File: src/rtl/dht11_pkg.sv
// Shared DHT11 definitions: FSM encoding, default bus timing and frame helpers.
package dht11_pkg;

  localparam int unsigned FRAME_BITS       = 40;
  localparam int unsigned US_W             = 15;
  localparam int unsigned US_MAX           = 32767;

  localparam int unsigned DEF_CLK_PER_US   = 1;
  localparam int unsigned DEF_START_MIN_US = 18000;
  localparam int unsigned DEF_RESP_WAIT_US = 30;
  localparam int unsigned DEF_ACK_US       = 80;
  localparam int unsigned DEF_BIT_LOW_US   = 50;
  localparam int unsigned DEF_ZERO_HIGH_US = 26;
  localparam int unsigned DEF_ONE_HIGH_US  = 70;

  typedef enum logic [2:0] {
    ST_IDLE,
    ST_START_LOW,
    ST_RESP_DLY,
    ST_ACK_LOW,
    ST_ACK_HIGH,
    ST_BIT_LOW,
    ST_BIT_HIGH,
    ST_END_LOW
  } dht_state_e;

  // Mod-256 sum of the four payload bytes.
  function automatic logic [7:0] dht_checksum(input logic [7:0] a, input logic [7:0] b,
                                              input logic [7:0] c, input logic [7:0] d);
    logic [7:0] s;
    s = a + b + c + d;
    return s;
  endfunction

endpackage

File: src/rtl/dht11_us_tick.sv
// Microsecond timebase: one-cycle us_tick every CLK_PER_US clocks.
module dht11_us_tick #(
  parameter int unsigned CLK_PER_US = 1
) (
  input  logic clk,
  input  logic nRST,
  output logic us_tick
);

  localparam int unsigned CW = (CLK_PER_US > 1) ? $clog2(CLK_PER_US) : 1;

  logic [CW-1:0] cnt_q, cnt_d;
  logic          tick_q, tick_d;

  // Prescaler wrap and tick generation.
  always_comb begin
    tick_d = (cnt_q == CW'(CLK_PER_US - 1));
    cnt_d  = tick_d ? '0 : cnt_q + CW'(1);
  end

  // Prescaler registers.
  always_ff @(posedge clk or negedge nRST) begin
    if (!nRST) begin
      cnt_q  <= '0;
      tick_q <= 1'b0;
    end else begin
      cnt_q  <= cnt_d;
      tick_q <= tick_d;
    end
  end

  assign us_tick = tick_q;

endmodule

File: src/rtl/dht11_responder.sv
// DHT11 sensor-side emulator: measures the host start low, then drives the
// response and the 40-bit frame open-drain style through dq_oe.
module dht11_responder
  import dht11_pkg::*;
#(
  parameter int unsigned CLK_PER_US   = DEF_CLK_PER_US,
  parameter int unsigned START_MIN_US = DEF_START_MIN_US,
  parameter int unsigned RESP_WAIT_US = DEF_RESP_WAIT_US,
  parameter int unsigned ACK_US       = DEF_ACK_US,
  parameter int unsigned BIT_LOW_US   = DEF_BIT_LOW_US,
  parameter int unsigned ZERO_HIGH_US = DEF_ZERO_HIGH_US,
  parameter int unsigned ONE_HIGH_US  = DEF_ONE_HIGH_US
) (
  input  logic       clk,
  input  logic       nRST,
  input  logic       dq_in,
  output logic       dq_oe,
  input  logic [7:0] hum_int,
  input  logic [7:0] hum_dec,
  input  logic [7:0] tmp_int,
  input  logic [7:0] tmp_dec,
  output logic       busy,
  output logic       frame_done,
  output logic       start_err
);

  dht_state_e            state_q, state_d;
  logic [US_W-1:0]       us_q, us_d;
  logic [FRAME_BITS-1:0] sr_q, sr_d;
  logic [5:0]            bit_cnt_q, bit_cnt_d;
  logic [1:0]            sync_q, sync_d;
  logic [1:0]            oe_pipe_q, oe_pipe_d;
  logic                  dq_oe_q, dq_oe_d;
  logic                  busy_q, busy_d;
  logic                  frame_done_q, frame_done_d;
  logic                  start_err_q, start_err_d;
  logic                  us_tick;
  logic                  host_low;
  logic                  dur_done;
  logic [US_W-1:0]       dur;

  dht11_us_tick #(.CLK_PER_US(CLK_PER_US)) u_tick (
    .clk     (clk),
    .nRST    (nRST),
    .us_tick (us_tick)
  );

  // The synced level lags our own drive by two cycles; oe_pipe masks that echo
  // so the end-low of our own frame is not mistaken for a new host start.
  assign host_low = !sync_q[1] && !oe_pipe_q[1];

  // Next-state, timing and datapath.
  always_comb begin
    state_d      = state_q;
    us_d         = us_q;
    sr_d         = sr_q;
    bit_cnt_d    = bit_cnt_q;
    start_err_d  = 1'b0;
    frame_done_d = 1'b0;
    sync_d       = {sync_q[0], dq_in};
    oe_pipe_d    = {oe_pipe_q[0], dq_oe_q};
    dur          = US_W'(1);

    case (state_q)
      ST_RESP_DLY: dur = US_W'(RESP_WAIT_US);
      ST_ACK_LOW,
      ST_ACK_HIGH: dur = US_W'(ACK_US);
      ST_BIT_LOW,
      ST_END_LOW:  dur = US_W'(BIT_LOW_US);
      ST_BIT_HIGH: dur = sr_q[FRAME_BITS-1] ? US_W'(ONE_HIGH_US) : US_W'(ZERO_HIGH_US);
      default:     dur = US_W'(1);
    endcase
    dur_done = us_tick && (us_q == dur - US_W'(1));

    if (us_tick && (us_q != US_W'(US_MAX))) us_d = us_q + US_W'(1);

    case (state_q)
      ST_IDLE: begin
        us_d = '0;
        if (host_low) state_d = ST_START_LOW;
      end
      ST_START_LOW: begin
        if (sync_q[1]) begin
          us_d = '0;
          if (us_q >= US_W'(START_MIN_US)) begin
            sr_d      = {hum_int, hum_dec, tmp_int, tmp_dec,
                         dht_checksum(hum_int, hum_dec, tmp_int, tmp_dec)};
            bit_cnt_d = '0;
            state_d   = ST_RESP_DLY;
          end else begin
            start_err_d = 1'b1;
            state_d     = ST_IDLE;
          end
        end
      end
      ST_RESP_DLY: if (dur_done) begin us_d = '0; state_d = ST_ACK_LOW;  end
      ST_ACK_LOW:  if (dur_done) begin us_d = '0; state_d = ST_ACK_HIGH; end
      ST_ACK_HIGH: if (dur_done) begin us_d = '0; state_d = ST_BIT_LOW;  end
      ST_BIT_LOW:  if (dur_done) begin us_d = '0; state_d = ST_BIT_HIGH; end
      ST_BIT_HIGH: begin
        if (dur_done) begin
          us_d      = '0;
          sr_d      = sr_q << 1;
          bit_cnt_d = bit_cnt_q + 6'd1;
          state_d   = (bit_cnt_q == 6'(FRAME_BITS - 1)) ? ST_END_LOW : ST_BIT_LOW;
        end
      end
      ST_END_LOW: begin
        if (dur_done) begin
          us_d         = '0;
          frame_done_d = 1'b1;
          state_d      = ST_IDLE;
        end
      end
      default: state_d = ST_IDLE;
    endcase

    dq_oe_d = (state_d == ST_ACK_LOW) || (state_d == ST_BIT_LOW) || (state_d == ST_END_LOW);
    busy_d  = (state_d != ST_IDLE) && (state_d != ST_START_LOW);
  end

  // State and datapath registers; reset releases the bus immediately.
  always_ff @(posedge clk or negedge nRST) begin
    if (!nRST) begin
      state_q      <= ST_IDLE;
      us_q         <= '0;
      sr_q         <= '0;
      bit_cnt_q    <= '0;
      sync_q       <= 2'b11;
      oe_pipe_q    <= 2'b00;
      dq_oe_q      <= 1'b0;
      busy_q       <= 1'b0;
      frame_done_q <= 1'b0;
      start_err_q  <= 1'b0;
    end else begin
      state_q      <= state_d;
      us_q         <= us_d;
      sr_q         <= sr_d;
      bit_cnt_q    <= bit_cnt_d;
      sync_q       <= sync_d;
      oe_pipe_q    <= oe_pipe_d;
      dq_oe_q      <= dq_oe_d;
      busy_q       <= busy_d;
      frame_done_q <= frame_done_d;
      start_err_q  <= start_err_d;
    end
  end

  assign dq_oe      = dq_oe_q;
  assign busy       = busy_q;
  assign frame_done = frame_done_q;
  assign start_err  = start_err_q;

endmodule

File: config.mk
export PLATFORM = sky130hd
export DESIGN_NAME = dht11_responder
export DESIGN_NICKNAME = d
export VERILOG_FILES = /design/src/rtl/dht11_pkg.sv /design/src/rtl/dht11_us_tick.sv /design/src/rtl/dht11_responder.sv
export SDC_FILE = /design/constraint.sdc
export NUM_CORES = 1
export LEC_CHECK = 0
export CORE_MARGIN = 1
export CORE_UTILIZATION = 40
export CTS_BUF_LIST = sky130_fd_sc_hd__clkbuf_4 sky130_fd_sc_hd__clkbuf_8 sky130_fd_sc_hd__clkbuf_16
export DETAILED_ROUTE_END_ITERATION = 12
export GPL_TIMING_DRIVEN = 0
export SLEW_MARGIN = 20
export SYNTH_ARGS = -nofsm -noshare
export SYNTH_HDL_FRONTEND = slang
export SYNTH_HIERARCHICAL = 1
export SYNTH_SLANG_ARGS = --single-unit
File: constraint.sdc
create_clock -name clk -period 3.5 [get_ports clk]
set_clock_uncertainty 0.1 [all_clocks]
set_input_delay 0.35 -clock clk [delete_from_list [all_inputs] [get_ports clk]]
set_output_delay 0.35 -clock clk [all_outputs]
set_load 0.02 [all_outputs]
## Yosys cells after proc, flatten, opt, wreduce, memory -nomap -nowiden

Cells that the tools add are included.

| storage, ports and cells | value |
|---|---|
| register bits | 74 |
| input bits | 35 |
| output and inout bits | 4 |
| logic and storage cells | 84 |

| cells by class | value |
|---|---|
| add/subtract/negate cells | 7 |
| $lt $le $gt $ge | 1 |
| equal/unequal tests | 17 |
| multiplexer cells | 31 |
| bitwise logic cells | 1 |
| reductions and logical operators | 15 |

Operators by type and width:

| cell | count |
|---|---|
| 2-to-1 mux 40 bit | 3 |
| one-hot mux 40 bit (2 select lines) | 1 |
| 2-to-1 mux 15 bit | 3 |
| one-hot mux 15 bit (3 select lines) | 1 |
| one-hot mux 7 bit (4 select lines) | 1 |
| adder 8 bit | 3 |
| 2-to-1 mux 3 bit | 8 |
| one-hot mux 3 bit (8 select lines) | 1 |
| == test 3 bit (second input constant) | 6 |
| 2-to-1 mux 6 bit | 3 |
| adder 15 x 1 -> 15 bit (second input constant) | 1 |
| == test 15 bit | 1 |
| >= comparator 15 bit (second input constant) | 1 |
| != test 15 bit (second input constant) | 1 |
| subtractor 15 x 1 -> 15 bit (second input constant) | 1 |
| one-hot mux 6 bit (2 select lines) | 1 |
| == test 3 x 2 -> 1 bit (second input constant) | 3 |
| 2-to-1 mux 7 bit | 1 |
| adder 6 x 1 -> 6 bit (second input constant) | 1 |
| == test 6 bit (second input constant) | 1 |
| 2-to-1 mux 1 bit | 6 |
| != test 2 bit (second input constant) | 3 |
| OR reduction 6 bit | 1 |
| logical AND 1 bit | 4 |
| other kinds (12) | 16 |

## Logic depth before layout (Yosys ltp)

Gate-level depths: netlist of the first run.

| logic depth | value |
|---|---|
| word-level depth | 11 |
| depth in mapped cells | 13 |
| depth with buffers taken out | 11 |

## Cells and area by module

Netlist of the first run, hierarchy kept.

Modules (own cells, without submodules):

| module | times used | cells an instance | area each (um2) | seq. area each (um2) |
|---|---|---|---|---|
| dht11_responder | 1 | 461 | 4,435.5 | 1,804.2 |
| dht11_us_tick | 1 | 2 | 28.8 | 25.0 |

## Least setup slack after synthesis of the first run

No wires, ideal clock.

| timing | value |
|---|---|
| kind | register -> register |
| start point | register state_q[1] |
| end point | register sr_q[10] |
| setup time | 0.125 ns |
| arrival | 2.892 ns |
| data required time | 3.275 ns |
| setup slack | 0.383 ns |
| stages on the path, launching flop included | 14 |
| path buffers | 2 |
| clock period less this slack | 3.117 ns |
| cells stage by stage | dfrtp_1 > buf_4 > and2b_1 > a21oi_1 > ha_1 > nor3b_2 > ha_1 > xor2_1 > o2111ai_1 > nor4_1 > nand2_1 > o21bai_2 > buf_4 > mux2_2 |

| on the way | value |
|---|---|
| longest elaborated chain between the ends | 8 |
| elaborated cells between the ends (all ways) | 19 |
| classes of those cells | add/sub (1); eq/ne (11); mux (2); reduce/logical (5) |

RTL lines:

| element | line | RTL |
|---|---|---|
| from (decl) | dht11_responder.sv:27 | `dht_state_e state_q, state_d;` |
| from (signal assigned) | dht11_responder.sv:136 | `state_q <= state_d;` |
| == test 3 bit / == test 3 x 2 -> 1 bit (equally long branches) | dht11_responder.sv:64 | `case (state_q)` |
| OR reduction 2 bit | dht11_responder.sv:64 |  |
| one-hot mux 7 bit (4 select lines) | dht11_responder.sv:64 |  |
| subtractor 15 x 1 -> 15 bit | dht11_responder.sv:73 | `dur_done = us_tick && (us_q == dur - US_W'(1));` |
| == test 15 bit | dht11_responder.sv:73 |  |
| logical AND 1 bit | dht11_responder.sv:73 |  |
| != test 2 bit (no source line) | n/a |  |
| AND reduction 4 bit (no source line) | n/a |  |
| to (signal assigned) | dht11_responder.sv:138 | `sr_q <= sr_d;` |
| to (decl) | dht11_responder.sv:29 | `logic [FRAME_BITS-1:0] sr_q, sr_d;` |

Several ways; a longest one is shown, not always the timed one.
A chain may end at the register's enable or synchronous reset.

## Worst setup path after layout of the first run

Same ends and word-level chain as after synthesis.

==> flow_metrics.env, run 1 <==
export IMPL_grt_usage=0.1862
export IMPL_worstSetupPathType="reg2reg"
export IMPL_insertion_delay_ps=360
export IMPL_die_area_sq_um=11590
export IMPL_regToRegSetupSlack_ps=150
export IMPL_layout_commonest_cell="nand2_1"
export IMPL_r2r_end="sr_q[10]"
export IMPL_syn_to_final_growth_pct=20.63
export IMPL_setup_viol=0
export IMPL_yosysWarningCount=6
export IMPL_clk_path_buf_depth=2
export IMPL_critPathLaunchType="flip-flop"
export IMPL_ff2ff_path_depth=14
export IMPL_antenna_cells=0
export IMPL_hold_class="reg2reg"
export IMPL_drt_iter0_drc=112
export IMPL_critPathLaunch="state_q[1]"
export IMPL_ys_seq_elements=73
export IMPL_layout_cells_most_common_list="116 x nand2_1, 71 x dfrtp_1, 40 x mux2_2"
export IMPL_synth_edf_count=0
export IMPL_root_buffer="clkbuf_8"
export IMPL_min_period_ps=3351
export IMPL_async_flop_share=1.000
export IMPL_ys_flop_type="dfrtp_1"
export IMPL_syn_inst=463
export IMPL_slew_violations=0
export IMPL_clkSinkCount=73
export IMPL_chipHeight_um=107.6
export IMPL_maxSlewHeadroom=0.5079
export IMPL_timing_rr_start="state_q[1]"
export IMPL_antenna_found_initial=0
export IMPL_gp_congestion=0.8138
export IMPL_viasPerCell=5.123
export IMPL_finalHoldViolCount=0
export IMPL_drc_errors=0
export IMPL_grt_pass1_wl_um=16500
export IMPL_initial_core_util=0.4118
export IMPL_grt_remaining_overflow=0
export IMPL_io_buffers=38
export IMPL_cts_buffers=9
export IMPL_grt_max_degree=56
export IMPL_path_clk_slew_ps=80
export IMPL_arrival_ps=3490
export IMPL_pin_count=39
export IMPL_tightest_slew_ps=732.5
export IMPL_syn_nets=524
export IMPL_p_leak_nw=2.525
export IMPL_die_x_um=107.6
export IMPL_ys_seq_area_frac=0.4098
export IMPL_stdcell_count=668
export IMPL_outcome="completed"
export IMPL_worstPathRequired_ps=3640
export IMPL_endpoint_kind="flip-flop"
export IMPL_ir_drop_mv=0.3129
export IMPL_cts_tree="yes"
export IMPL_place_hpwl_um=7336
export IMPL_p_per_area_nw_per_um2=534.1
export IMPL_vias=3422
export IMPL_fin_crit_sh=0.9574
export IMPL_layout_drive_gt1_share=0.1856
export IMPL_routed_wl_um=9838
export IMPL_avgSynthCellArea_sq_um=9.642
export IMPL_place_inst=642
export IMPL_core_area_sq_um=10840
export IMPL_crit_fanout=8
export IMPL_syn_area_sq_um=4464
export IMPL_routedWlPerCell_um=14.73
export IMPL_postLayoutCoreUtil=0.4968
export IMPL_final_net_count=585
export IMPL_dr_pass1_iters=6
export IMPL_fmax_mhz=298.4
export IMPL_postRouteAntennaNets=0
export IMPL_grt_pass1_vias=3386
export IMPL_maxCapViolations=0
export IMPL_cp_endpoint="sr_q[10]"
export IMPL_synth_cell_types=56
export IMPL_htreeDepth=3
export IMPL_rows=38
-- area by class of cell --
cell class | instances | area [sq um]
plain buffers | 23 | 158.9
flip-flops and latches | 73 | 1829
well taps | 140 | 175.2
multi-input cells | 352 | 2490
clock inverters | 4 | 20.02
repair buffers | 50 | 510.5
clock buffers | 11 | 145.1
inverters | 15 | 56.30
fillers | 1038 | 5455
-- critical path: stages (launching register included) --
cell,delay (ps)
dfrtp_1,360
buf_4,180
and2b_2,240
a21oi_2,110
ha_2,190
nor3b_4,190
ha_1,260
xor2_1,160
o2111ai_2,150
nor4_1,310
nand2_1,140
o21bai_4,190
buf_12,150
clkbuf_4,180
mux2_2,340
-- routing by layer --
| layer | global-route usage | vias to the layer above | share of wire |
|---|---|---|---|
| li1 | - | 1692 | - |
| met3 | 0.04237 | 13 | 0.031 |
| met2 | 0.3127 | 58 | 0.48 |
| met4 | 0.06458 | 0 | 0.018 |
| met1 | 0.2342 | 1659 | 0.47 |
| met5 | 0 | - | 0 |
-- cells by family after synthesis --
group / synth area share
other: 0.0008400
multiplexers: 0.1099
buffers and inverters: 0.04120
AO/OA/AOI/OAI: 0.07427
AND/OR/NAND/NOR: 0.2108
XOR/XNOR: 0.05689
adder cells (fa/ha/maj): 0.09641
flip-flops: 0.4098
-- cells in the mapped netlist, types with 3 or more instances --
master    instances  share of area
a211oi_1          4         0.0067
a21o_1            3         0.0050
a21oi_1          17          0.019
and2_1            3         0.0042
buf_2             6         0.0067
buf_4             5         0.0084
clkbuf_1          9         0.0076
dfrtp_1          71           0.40
fa_1             14          0.063
ha_1             12          0.034
inv_1            14          0.012
mux2_2           40           0.10
mux2i_1           4         0.0090
nand2_1         116          0.098
nand3_1           8         0.0090
nand4_1           7         0.0098
nand4b_1          3         0.0059
nor2_1           29          0.024
nor2b_1           3         0.0042
nor3_1            5         0.0056
nor3b_1           3         0.0050
nor4_1            3         0.0042
o21ai_0           9          0.010
o22ai_1           3         0.0042
o31ai_1           5         0.0084
or4_1             3         0.0050
xnor2_1          18          0.035
xor2_1           11          0.022
-- how the worst min path moves through the flow --
| stage | depth (start not counted) | endpoint | start | slack, ps |
|---|---|---|---|---|
| floorplan | 0 | bit_cnt_q[0] | nRST | -50 |
| global route | 0 | sync_q[1] | sync_q[0] | 270 |
| global placement | 0 | oe_pipe_q[1] | oe_pipe_q[0] | 240 |
| detailed placement | 1 | busy | nRST | 150 |
| finish | 0 | sync_q[1] | sync_q[0] | 260 |
| CTS | 0 | sync_q[1] | sync_q[0] | 260 |
-- registers in the layout, summed over array words and instances, names as in the netlist --
signal          count
busy                1
frame_done          1
sr_q               40
bit_cnt_q           6
sync_q              2
u_tick/us_tick      1
start_err           1
oe_pipe_q           2
us_q               15
state_q             3
dq_oe               1
-- per-stage QoR --
step / setup TNS (ps) / power [W] / setup WS, ps / hold slack, ps / cell area [sq um]
2_1_floorplan: 0 / 0.001879 / 383.4 / -45.59 / 4464
3_3_place_gp: -47870 / 0.002167 / -627.2 / 241.6 / 5020
3_5_place_dp: -3712 / 0.002192 / -261.6 / 151.4 / 5045
4_1_cts: 0 / 0.002811 / 0.7103 / 258.1 / 5243
5_1_grt: -44.55 / 0.003092 / -12.40 / 270.8 / 5385
6_report: 0 / 0.002876 / 149.1 / 257.4 / 5385
-- power by group --
| group | total [W] | internal, W | switching (W) |
|---|---|---|---|
| Combinational | 0.00127 | 0.000590 | 0.000684 |
| Sequential | 0.00101 | 0.000936 | 0.0000734 |
| Clock | 0.000593 | 0.000276 | 0.000317 |
| Total | 0.00288 | 0.00180 | 0.00107 |
-- repair_timing --
item,CTS,global route
hold endpoints to repair,18,0
setup buffers,0,9
gates resized for setup,4,19
setup endpoints to repair,47,57
pin swaps,1,9
hold buffers,1,0
gates cloned,0,1
Note: power is estimated with default switching activity, not from simulation.
==> run 2: changes to the inputs <==
Settings changed: CORE_MARGIN 1 to unset, CTS_BUF_LIST sky130_fd_sc_hd__clkbuf_4 sky130_fd_sc_hd__clkbuf_8 sky130_fd_sc_hd__clkbuf_16 to unset.
==> flow_metrics.env, run 2 (synthesis results as in run 1) <==
export IMPL_path_clk_slew_ps=80
export IMPL_layout_commonest_cell="nand2_1"
export IMPL_reg_top3="sr_q x40, us_q x15, bit_cnt_q x6"
export IMPL_outcome="completed"
export IMPL_viasPerCell=5.123
export IMPL_crit_fanout=2
export IMPL_tightest_slew_ps=732.5
export IMPL_largest_register="sr_q"
export IMPL_finalSetupTns_ps=0
export IMPL_core_area_sq_um=10840
export IMPL_antenna_found_initial=0
export IMPL_initial_core_util=0.4118
export IMPL_routed_wl_um=9869
export IMPL_path_common_cell="fa_1"
export IMPL_largest_reg_flops=40
export IMPL_clk_path_buf_depth=2
export IMPL_place_hpwl_um=7336
export IMPL_maxSlewHeadroom=0.5079
export IMPL_die_area_sq_um=11590
export IMPL_routedWlPerCell_um=14.77
export IMPL_insertion_delay_ps=360
export IMPL_final_net_count=585
export IMPL_slowest_stage="fa_1"
export IMPL_endpoint_kind="flip-flop"
export IMPL_die_x_um=107.6
export IMPL_fmax_mhz=295.8
export IMPL_root_buffer="clkbuf_8"
export IMPL_syn_to_final_growth_pct=20.43
export IMPL_finalHoldViolCount=0
export IMPL_drc_errors=0
export IMPL_setup_viol=0
export IMPL_min_period_ps=3380
export IMPL_vias=3422
export IMPL_io_buffers=38
export IMPL_layout_cells_most_common_list="116 x nand2_1, 71 x dfrtp_1, 40 x mux2_2"
export IMPL_hold_class="reg2reg"
export IMPL_whs_ps=257.4
export IMPL_fin_crit_sh=0.9658
export IMPL_postRouteAntennaNets=0
export IMPL_rows=38
export IMPL_slew_violations=0
export IMPL_timing_rr_start="state_q[1]"
export IMPL_grt_usage=0.1865
export IMPL_maxCapViolations=0
export IMPL_p_leak_nw=2.495
export IMPL_cp_slowest_stage_delay_ps=550
export IMPL_p_per_area_nw_per_um2=534.6
export IMPL_ir_drop_mv=0.3126
export IMPL_worstPathRequired_ps=3650
export IMPL_min_from="sync_q[0]"
export IMPL_htreeDepth=3
export IMPL_clkSinkCount=73
export IMPL_antenna_cells=0
export IMPL_drt_iter0_drc=109
export IMPL_grt_pass1_vias=3391
export IMPL_chipHeight_um=107.6
export IMPL_fillers=1044
export IMPL_grt_pass1_wl_um=16530
export IMPL_dpl_cell_area_sq_um=5045
export IMPL_arrival_ps=3530
export IMPL_layout_drive_gt1_share=0.1856
export IMPL_critPathLaunchType="input port"
export IMPL_grt_remaining_overflow=0
export IMPL_cts_tree="yes"
export IMPL_critPathLaunch="hum_dec[1]"
export IMPL_grt_max_degree=56
export IMPL_fin_area_sq_um=5376
export IMPL_pin_count=39
export IMPL_cts_buffers=9
export IMPL_worstSetupPathType="in2reg"
export IMPL_dr_pass1_iters=5
export IMPL_crit_chain="clkdlybuf4s50_1, fa_1, fa_1, ha_1, inv_1, fa_1, nor2b_2, o31a_1, o22ai_1, xnor2_1, a21oi_1, mux2_2"
export IMPL_gp_congestion=0.8138
[run 2: critical path, delay by kind of cell]
kind	cells	cell delay, ps
AO/OA/AOI/OAI	3	350
XOR/XNOR	1	190
adder cells (fa/ha/maj)	4	1680
buffers and inverters	2	520
multiplexers	1	280
AND/OR/NAND/NOR	1	150
[run 2: cell type report]
class	instances	area (sq um)	share of cell area
Buffer	23	158.9	0.02956
Clock buffer	11	141.4	0.02630
Clock inverter	4	20.02	0.003724
Inverter	15	56.30	0.01047
Multi-Input combinational cell	352	2492	0.4636
Sequential cell	73	1829	0.3402
Tap cell	140	175.2	0.03258
Timing Repair Buffer	50	503.0	0.09355
[run 2: through the flow]
stage	util	setup slack (ps)	instances	power, W
floorplan	-	383.4	463	0.001879
global placement	0.4631	-627.2	641	0.002167
detailed placement	0.4654	-261.6	642	0.002192
CTS	0.4833	0.7103	658	0.002806
global route	0.4960	-10.66	668	0.003088
finish	0.4960	119.6	668	0.002874
[run 2: per-layer routing]
metal / part of all wire / vias to the layer above / global-route usage
met1: 0.46 / 1653 / 0.2346
met5: 0 / - / 0
met2: 0.49 / 68 / 0.3136
li1: - / 1688 / -
met4: 0.018 / 0 / 0.06458
met3: 0.034 / 13 / 0.04237
[run 2: where the power goes]
part	total (W)	switching, W	internal [W]
Clock	0.000587	0.000319	0.000268
Combinational	0.00128	0.000687	0.000591
Sequential	0.00101	0.0000733	0.000936
Total	0.00287	0.00108	0.00180
[run 2: final timing paths]
kind | to | slack, ps | depth (start not counted)
max in group asynchronous | sync_q[0] | 2410 | 3
min in group asynchronous | busy | 310 | 2
max | sr_q[7] | 120 | 12
max reg2reg | sr_q[10] | 160 | 14
min reg2reg | sync_q[1] | 260 | 0
min | sync_q[1] | 260 | 0
[run 2: what timing repair did]
action / 4_1_cts / 5_1_grt
cloned: 0 / 1
gates resized for setup: 4 / 17
hold buffers: 1 / 0
pin swaps: 1 / 8
setup endpoints to repair: 47 / 57
endpoints found under the hold margin: 18 / 0
setup buffers: 0 / 9
==> run 3: changes to the inputs <==
Settings changed: CORE_MARGIN set to 1, CORE_UTILIZATION 40 to 55, PLACE_DENSITY set to 0.77, SKIP_LAST_GASP set to 1.
==> flow_metrics.env, run 3 (synthesis results as in run 1) <==
export IMPL_insertion_delay_ps=360
export IMPL_clkSinkCount=73
export IMPL_fin_crit_sh=0.9848
export IMPL_routed_wl_um=9686
export IMPL_pwr_share_clk=0.223
export IMPL_outcome="completed"
export IMPL_arrival_ps=3570
export IMPL_die_area_sq_um=8481
export IMPL_rows=32
export IMPL_drt_iter0_drc=192
export IMPL_critPathLaunchType="flip-flop"
export IMPL_top_layer_used="met4"
export IMPL_fmax_mhz=290.1
export IMPL_cts_tree="yes"
export IMPL_grt_max_degree=54
export IMPL_root_buffer="clkbuf_8"
export IMPL_largest_reg_flops=40
export IMPL_seq_power_share=0.338
export IMPL_htreeDepth=3
export IMPL_antenna_cells=0
export IMPL_maxSlewHeadroom=0.4870
export IMPL_worstSetupPathType="reg2reg"
export IMPL_reg_top3="sr_q x40, us_q x15, bit_cnt_q x6"
export IMPL_grt_pass1_vias=3595
export IMPL_p_leak_nw=2.530
export IMPL_worstPathRequired_ps=3630
export IMPL_layout_commonest_cell="nand2_1"
export IMPL_min_period_ps=3447
export IMPL_dr_pass1_iters=4
export IMPL_postLayoutCoreUtil=0.6905
export IMPL_chipHeight_um=92.10
export IMPL_gp_congestion=0.8901
export IMPL_dr_wl_met3_um=349
export IMPL_viasPerCell=5.519
export IMPL_slew_violations=0
export IMPL_clk_path_buf_depth=2
export IMPL_met1_length_um=4160
export IMPL_final_net_count=586
export IMPL_vias=3488
export IMPL_dr_wl_met2_um=4966
export IMPL_grt_remaining_overflow=0
export IMPL_whs_ps=247.7
export IMPL_pwr_share_comb=0.439
export IMPL_ir_drop_mv=0.3031
export IMPL_path_clk_slew_ps=80
export IMPL_die_x_um=92.10
export IMPL_p_per_area_nw_per_um2=554.4
export IMPL_core_area_sq_um=7807
export IMPL_tightest_slew_ps=763.7
export IMPL_endpoint_kind="flip-flop"
export IMPL_initial_core_util=0.5718
export IMPL_io_buffers=38
export IMPL_syn_to_final_growth_pct=20.77
export IMPL_layout_cells_most_common_list="116 x nand2_1, 71 x dfrtp_1, 40 x mux2_2"
export IMPL_antenna_found_initial=0
export IMPL_maxCapViolations=0
export IMPL_finalHoldViolCount=0
export IMPL_pin_count=39
export IMPL_setup_viol=0
export IMPL_postRouteAntennaNets=0
export IMPL_largest_register="sr_q"
export IMPL_grt_pass1_wl_um=16530
export IMPL_hold_class="reg2reg"
export IMPL_power_switching_w=0.001108
export IMPL_crit_fanout=8
export IMPL_power_internal_w=0.001881
export IMPL_grt_usage=0.2499
export IMPL_cts_buffers=9
export IMPL_place_hpwl_um=7087
export IMPL_swShare=0.3706
export IMPL_drc_errors=0
export IMPL_routedWlPerCell_um=15.33
export IMPL_layout_drive_gt1_share=0.1906
==> run 3: cell count changes in the layout (fill, tap and decap cells not counted), sizes merged <==
cell,previous run,this run
clkinv,4,3
clkdlybuf4s50,37,35
clkinvlp,0,1
bufinv,0,1
dlymetal6s2s,0,2
buf,24,25
==> run 3: stage by stage <==
stage | std cells | power (W) | TNS, ps | setup slack [ps] | area, sq um
finish | 632 | 0.002989 | 0 | 53.03 | 5391
global route | 632 | 0.003193 | -2147 | -86.09 | 5391
CTS | 621 | 0.002872 | -357.8 | -31.27 | 5226
detailed placement | 604 | 0.002181 | -2611 | -221.3 | 4997
global placement | 603 | 0.002146 | -35210 | -471.4 | 4972
floorplan | 463 | 0.001879 | 0 | 383.4 | 4464
==> run 3: power groups by stage <==
stage | sequential [W] | combinational, W | clock [W]
2_1_floorplan | 0.00102 | 0.000860 | 0
3_3_place_gp | 0.00102 | 0.00112 | 0
3_5_place_dp | 0.00103 | 0.00116 | 0
4_1_cts | 0.00101 | 0.00118 | 0.000679
5_1_grt | 0.00102 | 0.00145 | 0.000718
6_report | 0.00101 | 0.00131 | 0.000666
==> run 3: final cells by class <==
type | instances | area [sq um]
buffer | 23 | 155.1
clock buffer | 11 | 141.4
clock inverter | 5 | 56.30
fill | 596 | 2416
inverter | 15 | 56.30
multi-input combinational | 352 | 2510
sequential | 73 | 1829
tap | 102 | 127.6
timing repair buffer | 51 | 515.5
==> run 3: critical path: stages (launching register included) <==
cell,delay (ps)
dfrtp_1,370
buf_4,180
and2b_2,240
a21oi_2,110
ha_2,180
nor3b_4,200
ha_1,270
xor2_1,200
o2111ai_2,180
nor4_2,310
nand2_1,150
o21bai_4,190
buf_12,150
clkbuf_4,170
mux2_2,330
==> run 3: timing repair <==
item / in CTS / in global routing
hold buffers: 1 / 0
setup endpoints to repair: 47 / 66
endpoints found under the hold margin: 20 / 0
cloned: 0 / 1
resized for setup: 4 / 20
setup buffers: 0 / 10
pin swaps: 2 / 8
==> run 3: layer usage <==
metal  vias to the layer above  global-route usage
li1                       1692                   -
met1                      1686              0.3079
met2                        92              0.4310
met3                        18             0.05141
met4                         0             0.09375
met5                         -                   0
==> run 3: path summary, 6_finish.rpt <==
kind	start	endpoint	slack [ps]	cells after the start
worst max-delay path	state_q[1]	sr_q[9]	50	14
worst min-delay path	sync_q[0]	sync_q[1]	250	0
worst max register to register	state_q[1]	sr_q[9]	50	14
worst min register to register	sync_q[0]	sync_q[1]	250	0
max in group asynchronous	nRST	sync_q[0]	2400	3
min in group asynchronous	nRST	state_q[2]	310	2
